===== config.mk =====
export PLATFORM = sky130hd
export DESIGN_NAME = apb_arb_master
export DESIGN_NICKNAME = d
export VERILOG_FILES = /design/src/rtl/apb_pkg.sv /design/src/rtl/apb_rr_arb2.sv /design/src/rtl/apb_arb_master.sv
export SDC_FILE = /design/constraint.sdc
export NUM_CORES = 1
export LEC_CHECK = 0
export BUFFER_PORTS_ARGS = -buffer_cell sky130_fd_sc_hd__buf_2
export CAP_MARGIN = 20
export CORE_MARGIN = 2
export CORE_UTILIZATION = 45
export CTS_CLUSTER_SIZE = 25
export DETAILED_ROUTE_END_ITERATION = 8
export PLACE_DENSITY_LB_ADDON = 0.1
export SYNTH_ARGS = -nofsm -noshare
export SYNTH_HDL_FRONTEND = slang
export SYNTH_SLANG_ARGS = --single-unit

===== constraint.sdc =====
create_clock -name pclk -period 3.1 [get_ports pclk]
set_input_delay 0.31 -clock pclk [delete_from_list [all_inputs] [get_ports pclk]]
set_output_delay 0.31 -clock pclk [all_outputs]
set_load 0.005 [all_outputs]

===== src/rtl/apb_pkg.sv =====
// apb_pkg -- shared definitions for the two-requester APB master.
//   apb_state_e : transfer FSM states (IDLE / SETUP / ACCESS)
//   APB_ADDR_W, APB_DATA_W, APB_TIMEOUT : default parameter values
package apb_pkg;

  typedef enum logic [1:0] {
    ST_IDLE   = 2'd0,
    ST_SETUP  = 2'd1,
    ST_ACCESS = 2'd2
  } apb_state_e;

  localparam int APB_ADDR_W  = 5;
  localparam int APB_DATA_W  = 32;
  localparam int APB_TIMEOUT = 16;

endpackage


===== src/rtl/apb_rr_arb2.sv =====
// apb_rr_arb2 -- two-input round-robin arbiter with a last-grant pointer.
//   clk_i, rst_i      : clock, asynchronous active-high reset
//   req0_i, req1_i    : requests
//   grant_en_i        : high when the master can accept a new grant
//   gnt_valid_o       : at least one request is pending
//   gnt_idx_o         : index of the requester that wins (0 or 1)
// The pointer resets to requester 1 so that requester 0 wins the first tie,
// and it only moves when a grant is actually taken.
module apb_rr_arb2 (
  input  logic clk_i,
  input  logic rst_i,
  input  logic req0_i,
  input  logic req1_i,
  input  logic grant_en_i,
  output logic gnt_valid_o,
  output logic gnt_idx_o
);

  logic last_q;

  always_comb begin
    gnt_valid_o = req0_i | req1_i;
    // On a tie the requester not served last wins; a lone request wins outright.
    gnt_idx_o   = (req0_i & req1_i) ? ~last_q : req1_i;
  end

  always_ff @(posedge clk_i or posedge rst_i) begin
    if (rst_i) begin
      last_q <= 1'b1;
    end else if (grant_en_i && gnt_valid_o) begin
      last_q <= gnt_idx_o;
    end
  end

endmodule


===== src/rtl/apb_arb_master.sv =====
// apb_arb_master -- arbitrates two simple request ports onto one APB master.
//   pclk, reset                    : clock, asynchronous active-high reset
//   req*/addr*/wr*/wdata*          : requester ports (req held until ack)
//   ack0, ack1, rdata, err         : one-cycle completion; rdata/err are zero
//                                    outside ack cycles so they can be OR-ed
//   paddr/pwrite/psel/penable/pwdata : APB request (all registered)
//   prdata/pready/pslverr          : APB completer response
// A transfer stuck in ACCESS for TIMEOUT cycles is ended with err = 1.
module apb_arb_master
  import apb_pkg::*;
#(
  parameter int ADDR_W  = APB_ADDR_W,
  parameter int DATA_W  = APB_DATA_W,
  parameter int TIMEOUT = APB_TIMEOUT
) (
  input  logic              pclk,
  input  logic              reset,
  input  logic              req0,
  input  logic              req1,
  input  logic [ADDR_W-1:0] addr0,
  input  logic [ADDR_W-1:0] addr1,
  input  logic              wr0,
  input  logic              wr1,
  input  logic [DATA_W-1:0] wdata0,
  input  logic [DATA_W-1:0] wdata1,
  output logic              ack0,
  output logic              ack1,
  output logic [DATA_W-1:0] rdata,
  output logic              err,
  output logic [ADDR_W-1:0] paddr,
  output logic              pwrite,
  output logic              psel,
  output logic              penable,
  output logic [DATA_W-1:0] pwdata,
  input  logic [DATA_W-1:0] prdata,
  input  logic              pready,
  input  logic              pslverr
);

  localparam logic [7:0] TO_LAST = 8'(TIMEOUT - 1);

  apb_state_e        state_q;
  logic              owner_q;
  logic [7:0]        cnt_q;
  logic              ack0_q, ack1_q, err_q;
  logic              psel_q, penable_q, pwrite_q;
  logic [ADDR_W-1:0] paddr_q;
  logic [DATA_W-1:0] pwdata_q, rdata_q;
  logic              gnt_valid, gnt_idx;

  apb_rr_arb2 u_arb (
    .clk_i       (pclk),
    .rst_i       (reset),
    .req0_i      (req0),
    .req1_i      (req1),
    .grant_en_i  (state_q == ST_IDLE),
    .gnt_valid_o (gnt_valid),
    .gnt_idx_o   (gnt_idx)
  );

  always_ff @(posedge pclk or posedge reset) begin
    if (reset) begin
      state_q   <= ST_IDLE;
      owner_q   <= 1'b0;
      cnt_q     <= '0;
      ack0_q    <= 1'b0;
      ack1_q    <= 1'b0;
      err_q     <= 1'b0;
      rdata_q   <= '0;
      psel_q    <= 1'b0;
      penable_q <= 1'b0;
      pwrite_q  <= 1'b0;
      paddr_q   <= '0;
      pwdata_q  <= '0;
    end else begin
      // Completion outputs are single-cycle pulses; default them low.
      ack0_q  <= 1'b0;
      ack1_q  <= 1'b0;
      err_q   <= 1'b0;
      rdata_q <= '0;
      case (state_q)
        ST_IDLE: begin
          if (gnt_valid) begin
            owner_q  <= gnt_idx;
            paddr_q  <= gnt_idx ? addr1  : addr0;
            pwrite_q <= gnt_idx ? wr1    : wr0;
            pwdata_q <= gnt_idx ? wdata1 : wdata0;
            psel_q   <= 1'b1;
            state_q  <= ST_SETUP;
          end
        end
        ST_SETUP: begin
          penable_q <= 1'b1;
          cnt_q     <= '0;
          state_q   <= ST_ACCESS;
        end
        ST_ACCESS: begin
          // pready wins over the timeout if both hit in the same cycle.
          if (pready || (cnt_q == TO_LAST)) begin
            psel_q    <= 1'b0;
            penable_q <= 1'b0;
            state_q   <= ST_IDLE;
            ack0_q    <= ~owner_q;
            ack1_q    <= owner_q;
            if (pready) begin
              rdata_q <= pwrite_q ? '0 : prdata;
              err_q   <= pslverr;
            end else begin
              err_q   <= 1'b1;
            end
          end else begin
            cnt_q <= cnt_q + 8'd1;
          end
        end
        default: begin
          psel_q    <= 1'b0;
          penable_q <= 1'b0;
          state_q   <= ST_IDLE;
        end
      endcase
    end
  end

  assign ack0    = ack0_q;
  assign ack1    = ack1_q;
  assign err     = err_q;
  assign rdata   = rdata_q;
  assign psel    = psel_q;
  assign penable = penable_q;
  assign pwrite  = pwrite_q;
  assign paddr   = paddr_q;
  assign pwdata  = pwdata_q;

endmodule


======== After elaboration in Yosys (flattened, before gate mapping) ========
Cells that the tools add are included.
W data, S select, Z words.
cells by class
  add/subtract/negate cells ............... 1
  eq/ne operators ......................... 6
  multiplexer cells ....................... 24
  bitwise gates (word level) .............. 6
  reductions and logical operators ........ 9
operator list
  kind                   number
  $mux W32               5
  $pmux W8 S2            1
  $mux W1                11
  $add A8 B1 Y8 const B  1
  $eq A8 B4 Y1 const B   1
  $mux W8                1
  $reduce_and A2 Y1      4
  $ne A2 B2 Y1 const B   3
  $pmux W1 S3            2
  $pmux W2 S3            1
  $mux W5                1
  $mux W2                2
  $not A1 Y1             4
  $reduce_and A3 Y1      1
  $eq A2 B1 Y1 const B   1
  $eq A2 B2 Y1 const B   1
  $logic_not A2 Y1       1
  $reduce_bool A2 Y1     1
  $and A1 B1 Y1          1
  $logic_and A1 B1 Y1    1
  $logic_or A1 B1 Y1     1
  $or A1 B1 Y1           1
storage, ports and cells
  register bits ........................... 87
  input port bits ......................... 114
  output and inout bits ................... 75
  word-level logic and storage cells ...... 59

======== Logic depth before layout (Yosys ltp) ========
Gate-level depths: netlist of run 1.
  word-level depth ........................ 4
  depth in mapped cells ................... 6
  gate-level depth less buffers ........... 5

======== Modules after synthesis ========
A second synthesis of run 1 with hierarchy kept.
second synthesis, totals
  cells, all modules ...................... 314
  area, all modules ....................... 3542.1 um^2
by module, submodules not included
  module          instances  cells each  area each (um^2)  seq. area each (um^2)
  apb_arb_master  1          308         3487.1            2152.1
  apb_rr_arb2     1          6           55.1              26.3

======== Worst setup path before layout of run 1 ========
Ideal clock, no wire load.
  path kind ............................... reg2reg
  start ................................... register cnt_q[4]
  end ..................................... register cnt_q[3]
  library setup time ...................... 0.126 ns
  arrival time ............................ 1.471 ns
  required time ........................... 2.974 ns
  slack ................................... 1.503 ns
  stages on the path, launching flop included .. 4
  buffers on the path ..................... 0
  period minus slack after synthesis ...... 1.597 ns
  cell sequence ........................... dfrtp_1 -> or4_4 -> o21a_1 -> a311o_1
between the ends
  cells in the longest elaborated chain, start to end .. 4
ends and longest elaborated chain
  item                                RTL line               RTL
  start: declaration                  apb_arb_master.sv:44   logic [7:0] cnt_q;
  start signal: assignment            apb_arb_master.sv:112  cnt_q <= cnt_q + 8'd1;
  $eq A8 B4 Y1                        apb_arb_master.sv:99   if (pready || (cnt_q == TO_LAST)) begin
  $logic_or A1 B1 Y1                  apb_arb_master.sv:99
  $ne A2 B2 Y1 (no source line)       -
  $reduce_and A2 Y1 (no source line)  -
Every way passes these cells.
A chain may end at the register's enable or synchronous reset.

======== Final worst setup path of run 1 ========
Same ends and word-level chain as after synthesis.

==> results.json, run 1 <==
{
  "synthTopCellsByArea": "dfrtp_1 (61%), mux2i_1 (11%), a21oi_1 (5.9%)",
  "htreeDepth": 3,
  "vias": 2884,
  "worstPathArrival_ns": 2.08,
  "drt-vias-per-instance": 4.77,
  "crit_type": "register to register",
  "fmax_ghz": 0.544,
  "drc_errors": 0,
  "synth_nets": 427,
  "final_cell_mix": "buf_2 (188), dfrtp_1 (86), nor2_1 (46), a21oi_1 (42), mux2i_1 (39)",
  "drt_wl_total_um": 8410,
  "post-cts-setup-buffers": 0,
  "fin_tns_setup_ns": 0,
  "syn_avg_cell_area_um2": 11.4,
  "grt_pass1_vias": 2695,
  "rows": 32,
  "die_width_um": 92.9,
  "final_hold_viol_count": 0,
  "antenna_found_initial": 0,
  "cts.sinks": 87,
  "clkSlewWorstSetupHoldPaths_ns": 0.10,
  "fin_nets": 612,
  "ioPinCount": 189,
  "initial_core_util_pct": 46.2,
  "period_needed_ns": 1.84,
  "ys_types": 39,
  "cts_tree": "built",
  "cts_root_buf": "clkbuf_8",
  "crit_path_end_kind": "register",
  "numCtsBuffers": 9,
  "die_area_um2": 8620,
  "cts.hold.buffers_added": 0,
  "grt_start_max_net_pins": 78,
  "chipHeight_um": 92.9,
  "dr.pass1.iters": 4,
  "grtUsageTotal_pct": 19.5,
  "cts-resized-gates": 0,
  "cts_max_path_buffers": 2,
  "final_common_cell": "buf_2",
  "max_cap_violations": 0,
  "skew_ns": 0.0114,
  "hold_ws_ns": 0.0503,
  "slew_violations": 0,
  "synthArstFlopShare_pct": 100,
  "synth_area_um2": 3550,
  "ys_warn_count": 0,
  "synth_flop_cell": "dfrtp_1",
  "antennaDiodeCount": 0,
  "ys_ff_latch": 87,
  "layout-drive-gt1-share_pct": 43.2,
  "crit_slowest_cell": "or4_4",
  "p_leak_uw": 0.00254,
  "worst_slew_pin_slew_ns": 0.757,
  "netlist.top_cell.by_area": "dfrtp_1",
  "clk_latency_ns": 0.36,
  "area.growth.synth_to_final_pct": 34.9,
  "final.period_utilization_pct": 59.3,
  "crit_chain": "or4_4, o21ai_4, nor3_1, a311o_1",
  "total_power_uw": 3630,
  "cpPeakStageDelay_ns": 0.56,
  "wl_per_cell_um": 13.9,
  "critPathRequiredTime_ns": 3.34,
  "place.gp.congestion": 0.808,
  "cellPowerDensity_nw_per_um2": 757,
  "synth_top_area_share_pct": 60.6,
  "holdCritPathClass": "input pin to asynchronous set/reset pin",
  "status": "complete, no violations",
  "syn_inst": 312,
  "core_um2": 7690,
  "setup-violations-final": 0,
  "synth_edf_count": 0,
  "ys_seq_area_share_pct": 61.3,
  "drtIter0Drc": 109,
  "rsz0062_at_grt": "false",
  "drtAntennaViolNets": 0,
  "start_kind": "register",
  "port_buffers": 188,
  "slew_headroom_pct": 49.5,
  "grt_pass1_wl_um": 12900,
  "grt-ovfl-total": 0,
  "dp_hpwl_um": 6130,
  "peakVddDrop_mv": 0.336,
  "crit_fanout": 13
}
path summary, 6_finish.rpt:
| check | slack [ns] | cells past startpoint | startpoint | end |
|---|---|---|---|---|
| max | 1.26 | 4 | cnt_q[4] | cnt_q[3] |
| min | 0.05 | 2 | reset | rdata[19] |
| max reg2reg | 1.26 | 4 | cnt_q[4] | cnt_q[3] |
| min reg2reg | 0.43 | 1 | owner_q | ack0 |
| max in group asynchronous | 2.30 | 3 | reset | u_arb.last_q |
| min in group pclk | 0.14 | 2 | prdata[16] | rdata[16] |
where the power goes:
part / total (uW) / switching, uW / internal (uW)
registers: 1650 / 182 / 1470
logic: 1160 / 632 / 526
clock network: 819 / 437 / 383
total: 3630 / 1250 / 2380
final cells by class:
| type | instances | area [um2] |
|---|---|---|
| fill | 678 | 2890 |
| sequential | 87 | 2180 |
| multi-input combinational | 204 | 1290 |
| timing repair buffer | 192 | 983 |
| tap | 102 | 128 |
| clock buffer | 9 | 124 |
| clock inverter | 7 | 77.6 |
| inverter | 3 | 12.5 |
cells in the mapped netlist, types with 2 or more instances:
cell      instances
inv_1             3
mux2i_1          39
nor2_1           46
buf_2             6
nand2_1           9
clkbuf_1          8
nor3_1            2
a21oi_1          42
nand3_1           7
nand2b_1          2
buf_6             2
o21ai_0           2
dfrtp_1          86
or3_1             2
and2_1           32
cells by family after synthesis:
kind of cell             after synthesis  synth area share [%]
AND/OR/NAND/NOR                      108                  15.4
buffers and inverters                 21                  2.99
adder cells (fa/ha/maj)                1                 0.352
flip-flops                            87                  61.3
AO/OA/AOI/OAI                         55                  8.77
multiplexers                          39                  11.0
XOR/XNOR                               1                 0.247
metrics by stage:
stage          worst slack, ns  std cells  util, %  cell area [um2]
2_1_floorplan            0.541        312        -             3550
4_1_cts                   1.26        604     62.4             4790
5_1_grt                   1.17        604     62.4             4790
3_3_place_gp              1.34        588     59.7             4590
6_report                  1.26        604     62.4             4790
3_5_place_dp              1.29        588     59.7             4590
registers in the layout, indices dropped and copies added (netlist names), 2 cells and up:
| register | cells |
|---|---|
| pwdata | 32 |
| rdata | 32 |
| cnt_q | 8 |
| paddr | 5 |
| state_q | 2 |
worst max-delay path, delay by kind of cell, from the launching register on:
kind,cells,cell delay [ns]
AO/OA/AOI/OAI,2,0.62
flip-flops,1,0.45
AND/OR/NAND/NOR,2,0.65
per-layer routing:
| metal | vias to the layer above | global-route usage [%] | routed length, um | share of wire (%) |
|---|---|---|---|---|
| met1 | 1338 | 22.6 | 3240 | 39 |
| met5 | - | 0 | 0 | 0 |
| li1 | 1421 | - | - | - |
| met3 | 13 | 7.89 | 866 | 10 |
| met2 | 112 | 32.1 | 4150 | 49 |
| met4 | 0 | 8.09 | 149 | 1.8 |
Note: power is estimated with default switching activity, not from simulation.
==> inputs of run 2 (changes only) <==
CORE_UTILIZATION = 40   (was 45)
clock period = 1.55 ns   (was 3.1 ns; I/O delays follow)
==> results.json, run 2 (same netlist as run 1, synthesis figures left out) <==
{
  "rsz0062_at_grt": "true",
  "holdCritPathClass": "input pin to register",
  "cts_root_buf": "clkbuf_8",
  "clkSlewWorstSetupHoldPaths_ns": 0.09,
  "whs_path_depth": 2,
  "port_buffers": 188,
  "grt_pass1_vias": 3020,
  "layout-drive-gt1-share_pct": 42.9,
  "worstPathArrival_ns": 1.85,
  "rows": 34,
  "drc_errors": 0,
  "period_needed_ns": 1.62,
  "critPathRequiredTime_ns": 1.78,
  "peakVddDrop_mv": 0.614,
  "reg2reg_from": "cnt_q[6]",
  "crit_slowest_cell": "or4_4",
  "fin_nets": 656,
  "total_power_uw": 7590,
  "cts_max_path_buffers": 2,
  "cts_tree": "built",
  "skew_ns": 0.00790,
  "drt-vias-per-instance": 4.66,
  "vias": 3041,
  "start_kind": "register",
  "antennaDiodeCount": 0,
  "dp_hpwl_um": 6340,
  "crit_fanout": 4,
  "worstHoldStart": "prdata[24]",
  "crit_path_end_kind": "register",
  "drtAntennaViolNets": 0,
  "grt_pass1_wl_um": 14000,
  "final_cell_mix": "buf_2 (188), dfrtp_1 (86), nor2_1 (46), a21oi_1 (42), mux2i_1 (39)",
  "final_cells": 653,
  "r2r-end": "cnt_q[3]",
  "grt_start_max_net_pins": 63,
  "setup-violations-final": 4,
  "area.growth.synth_to_final_pct": 48.4,
  "ioPinCount": 189,
  "slew_violations": 0,
  "drt_wl_total_um": 8710,
  "violations": "setup timing",
  "grt-ovfl-total": 0,
  "core_um2": 8680,
  "clk_latency_ns": 0.35,
  "initial_core_util_pct": 40.9,
  "hold_ws_ns": 0.0236,
  "die_area_um2": 9650,
  "final.period_utilization_pct": 105,
  "crit_chain": "or4_4, o21a_1, a311o_1",
  "worst_r2r_path_depth": 3,
  "hold_end": "rdata[24]",
  "final_common_cell": "buf_2",
  "crit_type": "register to register",
  "antenna_found_initial": 0,
  "max_cap_violations": 0,
  "die_width_um": 98.3,
  "numCtsBuffers": 9,
  "p_leak_uw": 0.00276,
  "fmax_ghz": 0.617,
  "place.gp.congestion": 0.726,
  "drtIter0Drc": 83,
  "htreeDepth": 3,
  "worst_slew_pin_slew_ns": 0.373,
  "fin_util_pct": 60.8,
  "ff2ff_setup_slack_ns": -0.07,
  "cts.sinks": 87,
  "dp.cells": 610,
  "status": "finished, violations left",
  "dr.pass1.iters": 4,
  "cellPowerDensity_nw_per_um2": 1440,
  "slew_headroom_pct": 75.1,
  "grtUsageTotal_pct": 18.5,
  "fin_ws_ns": -0.0704,
  "fin_tns_setup_ns": -0.126,
  "wl_per_cell_um": 13.3,
  "final_hold_viol_count": 0,
  "chipHeight_um": 98.3,
  "cpPeakStageDelay_ns": 0.57
}
## run 2: cell count changes in the layout (fill, tap and decap cells not counted), moves of 4 or more
cell	delta
buf_12	+4
inv_6	-4
buf_4	+12
dlygate4sd3_1	+27
## run 2: worst max-delay path by stage
stage / from / end / slack [ns] / depth (start not counted)
4_1_cts: cnt_q[6] / cnt_q[3] / -0.08 / 3
3_5_place_dp: cnt_q[6] / cnt_q[3] / -0.06 / 3
3_3_place_gp: cnt_q[6] / cnt_q[3] / -0.04 / 3
2_1_floorplan: cnt_q[4] / cnt_q[3] / -0.05 / 3
5_1_grt: cnt_q[6] / cnt_q[3] / -0.15 / 4
6_report: cnt_q[6] / cnt_q[3] / -0.07 / 3
## run 2: critical path: cells and delay by family, from the launching register on
family             cells  cell delay, ns
and+or+nand+nor        1            0.57
DFF                    1            0.38
AOI/OAI and AO/OA      2            0.56
## run 2: power by group
| part | internal, uW | switching, uW |
|---|---|---|
| registers | 2940 | 314 |
| clock network | 939 | 759 |
| logic | 1270 | 1370 |
| total | 5150 | 2440 |
## run 2: layer usage
metal | vias to the layer above | GRT usage [%] | share of wire (%)
li1 | 1513 | - | -
met1 | 1400 | 21.6 | 40
met2 | 117 | 31.6 | 50
met3 | 11 | 5.30 | 7.7
met4 | 0 | 8.43 | 1.8
met5 | - | 0 | 0
## run 2: final cells by class
| cell class | instances | area [um2] |
|---|---|---|
| fillers | 776 | 3410 |
| flip-flops and latches | 87 | 2180 |
| repair buffers | 236 | 1440 |
| multi-input cells | 204 | 1300 |
| clock buffers | 11 | 141 |
| well taps | 108 | 135 |
| clock inverters | 4 | 70.1 |
| inverters | 3 | 15.0 |
## run 2: through the flow
step | area [um2] | worst slack (ns)
2_1_floorplan | 3560 | -0.0469
5_1_grt | 5270 | -0.149
6_report | 5270 | -0.0704
4_1_cts | 5270 | -0.0777
3_3_place_gp | 4770 | -0.0390
3_5_place_dp | 4770 | -0.0609
## run 2: timing repair
item                                   4_1_cts  5_1_grt
resized for setup                            3        0
buffers inserted                             1        0
endpoints found under the hold margin       39        0
setup endpoints to repair                    6        8
hold buffers                                27        0
gates cloned                                 0        0
==> inputs of run 3 (changes only) <==
SYNTH_HIERARCHICAL = 1   (was default)
==> results.json, run 3 <==
{
  "max_cap_violations": 0,
  "fin_nets": 653,
  "hold_ws_ns": 0.0140,
  "final.period_utilization_pct": 102,
  "chipHeight_um": 98.1,
  "cts.sinks": 87,
  "area.growth.synth_to_final_pct": 46.5,
  "antenna_found_initial": 0,
  "synth.most_common_cell": "dfrtp_1",
  "drtIter0Drc": 73,
  "synth_edf_count": 0,
  "synth_top_area_share_pct": 60.8,
  "syn_inst": 314,
  "ys_types": 26,
  "grt_pass1_vias": 3037,
  "fin_ws_ns": -0.0268,
  "ys_ff_latch": 87,
  "layout-drive-gt1-share_pct": 42.4,
  "dp_worst_setup_slack_ns": -0.00290,
  "cp_num_buf_inv": 0,
  "final_common_cell": "buf_2",
  "ioPinCount": 189,
  "grt_start_max_net_pins": 49,
  "synth_area_um2": 3540,
  "crit_slowest_cell": "dfrtp_1",
  "die_area_um2": 9620,
  "dp_hpwl_um": 6200,
  "cellPowerDensity_nw_per_um2": 1400,
  "slew_violations": 0,
  "crit_chain": "ha_2, and3_4, a211o_4, or3_1, nand3_1",
  "drtAntennaViolNets": 0,
  "fin_tns_setup_ns": -0.0519,
  "period_needed_ns": 1.58,
  "slew_headroom_pct": 67.6,
  "crit_type": "register to register",
  "clk_latency_ns": 0.35,
  "netlist.top_cell.by_area": "dfrtp_1",
  "grtUsageTotal_pct": 17.9,
  "antennaDiodeCount": 0,
  "crit_path_end_kind": "register",
  "cp-startpoint": "cnt_q[0]",
  "synthArstFlopShare_pct": 100,
  "worst_slew_pin_slew_ns": 0.485,
  "rsz0062_at_grt": "true",
  "reg2reg_from": "cnt_q[0]",
  "holdCritPathClass": "input pin to register",
  "cpLargestDelayFamily": "simple AND/OR/NAND/NOR gates",
  "synth_flop_cell": "dfrtp_1",
  "core_um2": 8640,
  "r2r-end": "cnt_q[6]",
  "drt-vias-per-instance": 4.63,
  "crit_end": "cnt_q[6]",
  "status": "finished, violations left",
  "grt-ovfl-total": 0,
  "die_width_um": 98.1,
  "initial_core_util_pct": 41.0,
  "final_cell_mix": "buf_2 (188), dfrtp_1 (86), nor2_1 (43), a21oi_1 (43), mux2i_1 (41)",
  "vias": 3013,
  "fmax_ghz": 0.634,
  "worstPathArrival_ns": 1.86,
  "cpPeakStageDelay_ns": 0.39,
  "final_hold_viol_count": 0,
  "cp.depth": 5,
  "peakVddDrop_mv": 0.658,
  "syn_avg_cell_area_um2": 11.3,
  "ys_seq_area_share_pct": 61.5,
  "drt_wl_total_um": 8500,
  "p_leak_uw": 0.00272,
  "fin_util_pct": 60.1,
  "synthTopCellsByArea": "dfrtp_1 (61%), mux2i_1 (12%), a21oi_1 (6.1%)",
  "port_buffers": 188,
  "crit_fanout": 6,
  "dr.pass1.iters": 4,
  "worst_r2r_path_depth": 5,
  "setup-violations-final": 2,
  "cts_max_path_buffers": 2,
  "ff2ff_setup_slack_ns": -0.03,
  "rows": 34,
  "critPathRequiredTime_ns": 1.84,
  "ys_top_cells_by_count": "dfrtp_1 (86), a21oi_1 (43), nor2_1 (43), mux2i_1 (41), and2_1 (33)",
  "ys_warn_count": 6,
  "cts_tree": "built",
  "grt_pass1_wl_um": 13700,
  "synth_nets": 429,
  "drc_errors": 0,
  "start_kind": "register",
  "total_power_uw": 7240,
  "violations": "setup timing",
  "clkSlewWorstSetupHoldPaths_ns": 0.09,
  "cts_root_buf": "clkbuf_8",
  "skew_ns": 0.00804,
  "wl_per_cell_um": 13.1,
  "htreeDepth": 3,
  "numCtsBuffers": 9,
  "place.gp.congestion": 0.744
}
==> run 3: worst register-to-register path, stage by stage, from the launching register on <==
cell,delay (ns)
dfrtp_1,0.39
ha_2,0.20
and3_4,0.20
a211o_4,0.36
or3_1,0.31
nand3_1,0.07
==> run 3: area by class of cell <==
class	instances	area (um2)
Multi-Input combinational cell	203	1280
Inverter	6	26.3
Sequential cell	87	2180
Tap cell	108	135
Clock buffer	12	145
Fill cell	752	3450
Timing Repair Buffer	231	1390
Clock inverter	4	31.3
==> run 3: stage by stage <==
stage,cell area (um2),std cells
after floorplan,3560,314
after global placement,4740,608
after detailed placement,4740,608
after CTS,5170,649
after global routing,5190,651
final,5190,651
==> run 3: cells by family (layout without fill, tap and decap cells) <==
kind of cell / after synthesis / in the layout / share of synthesized area [%]
AND/OR/NAND/NOR: 111 / 111 / 15.9
flip-flops: 87 / 87 / 61.5
AO/OA/AOI/OAI: 50 / 50 / 7.74
multiplexers: 41 / 41 / 11.6
buffers and inverters: 24 / 253 / 2.97
adder cells (fa/ha/maj): 1 / 1 / 0.353
==> run 3: where the power goes <==
group / switching, uW / internal [uW] / leakage (uW)
clock network: 786 / 630 / 0.0000788
logic: 1330 / 1230 / 0.00155
registers: 324 / 2940 / 0.00109
total: 2440 / 4800 / 0.00272
==> run 3: repair_timing <==
item,in CTS,in global routing
pin swaps,2,2
hold endpoints to repair,41,1
endpoints found under the setup margin,3,7
gates resized for setup,0,2
setup buffers,1,1
hold buffers,24,1
==> run 3: worst min-delay path by stage <==
stage                from           end  slack (ns)  cells past startpoint
2_1_floorplan       reset  u_arb/last_q        0.04                      1
3_3_place_gp        reset  u_arb/last_q        0.18                      2
3_5_place_dp        reset  u_arb/last_q        0.18                      2
4_1_cts        prdata[10]     rdata[10]      0.0006                      2
5_1_grt        prdata[27]     rdata[27]       0.003                      2
6_report        prdata[5]      rdata[5]        0.01                      2
==> run 3: routing by layer <==
layer	vias to the layer above	share of wire [%]	track usage, %
li1	1503	-	-
met4	0	1.1	5.88
met5	-	0	0
met2	100	51	30.5
met1	1404	40	21.2
met3	6	7.8	6.44
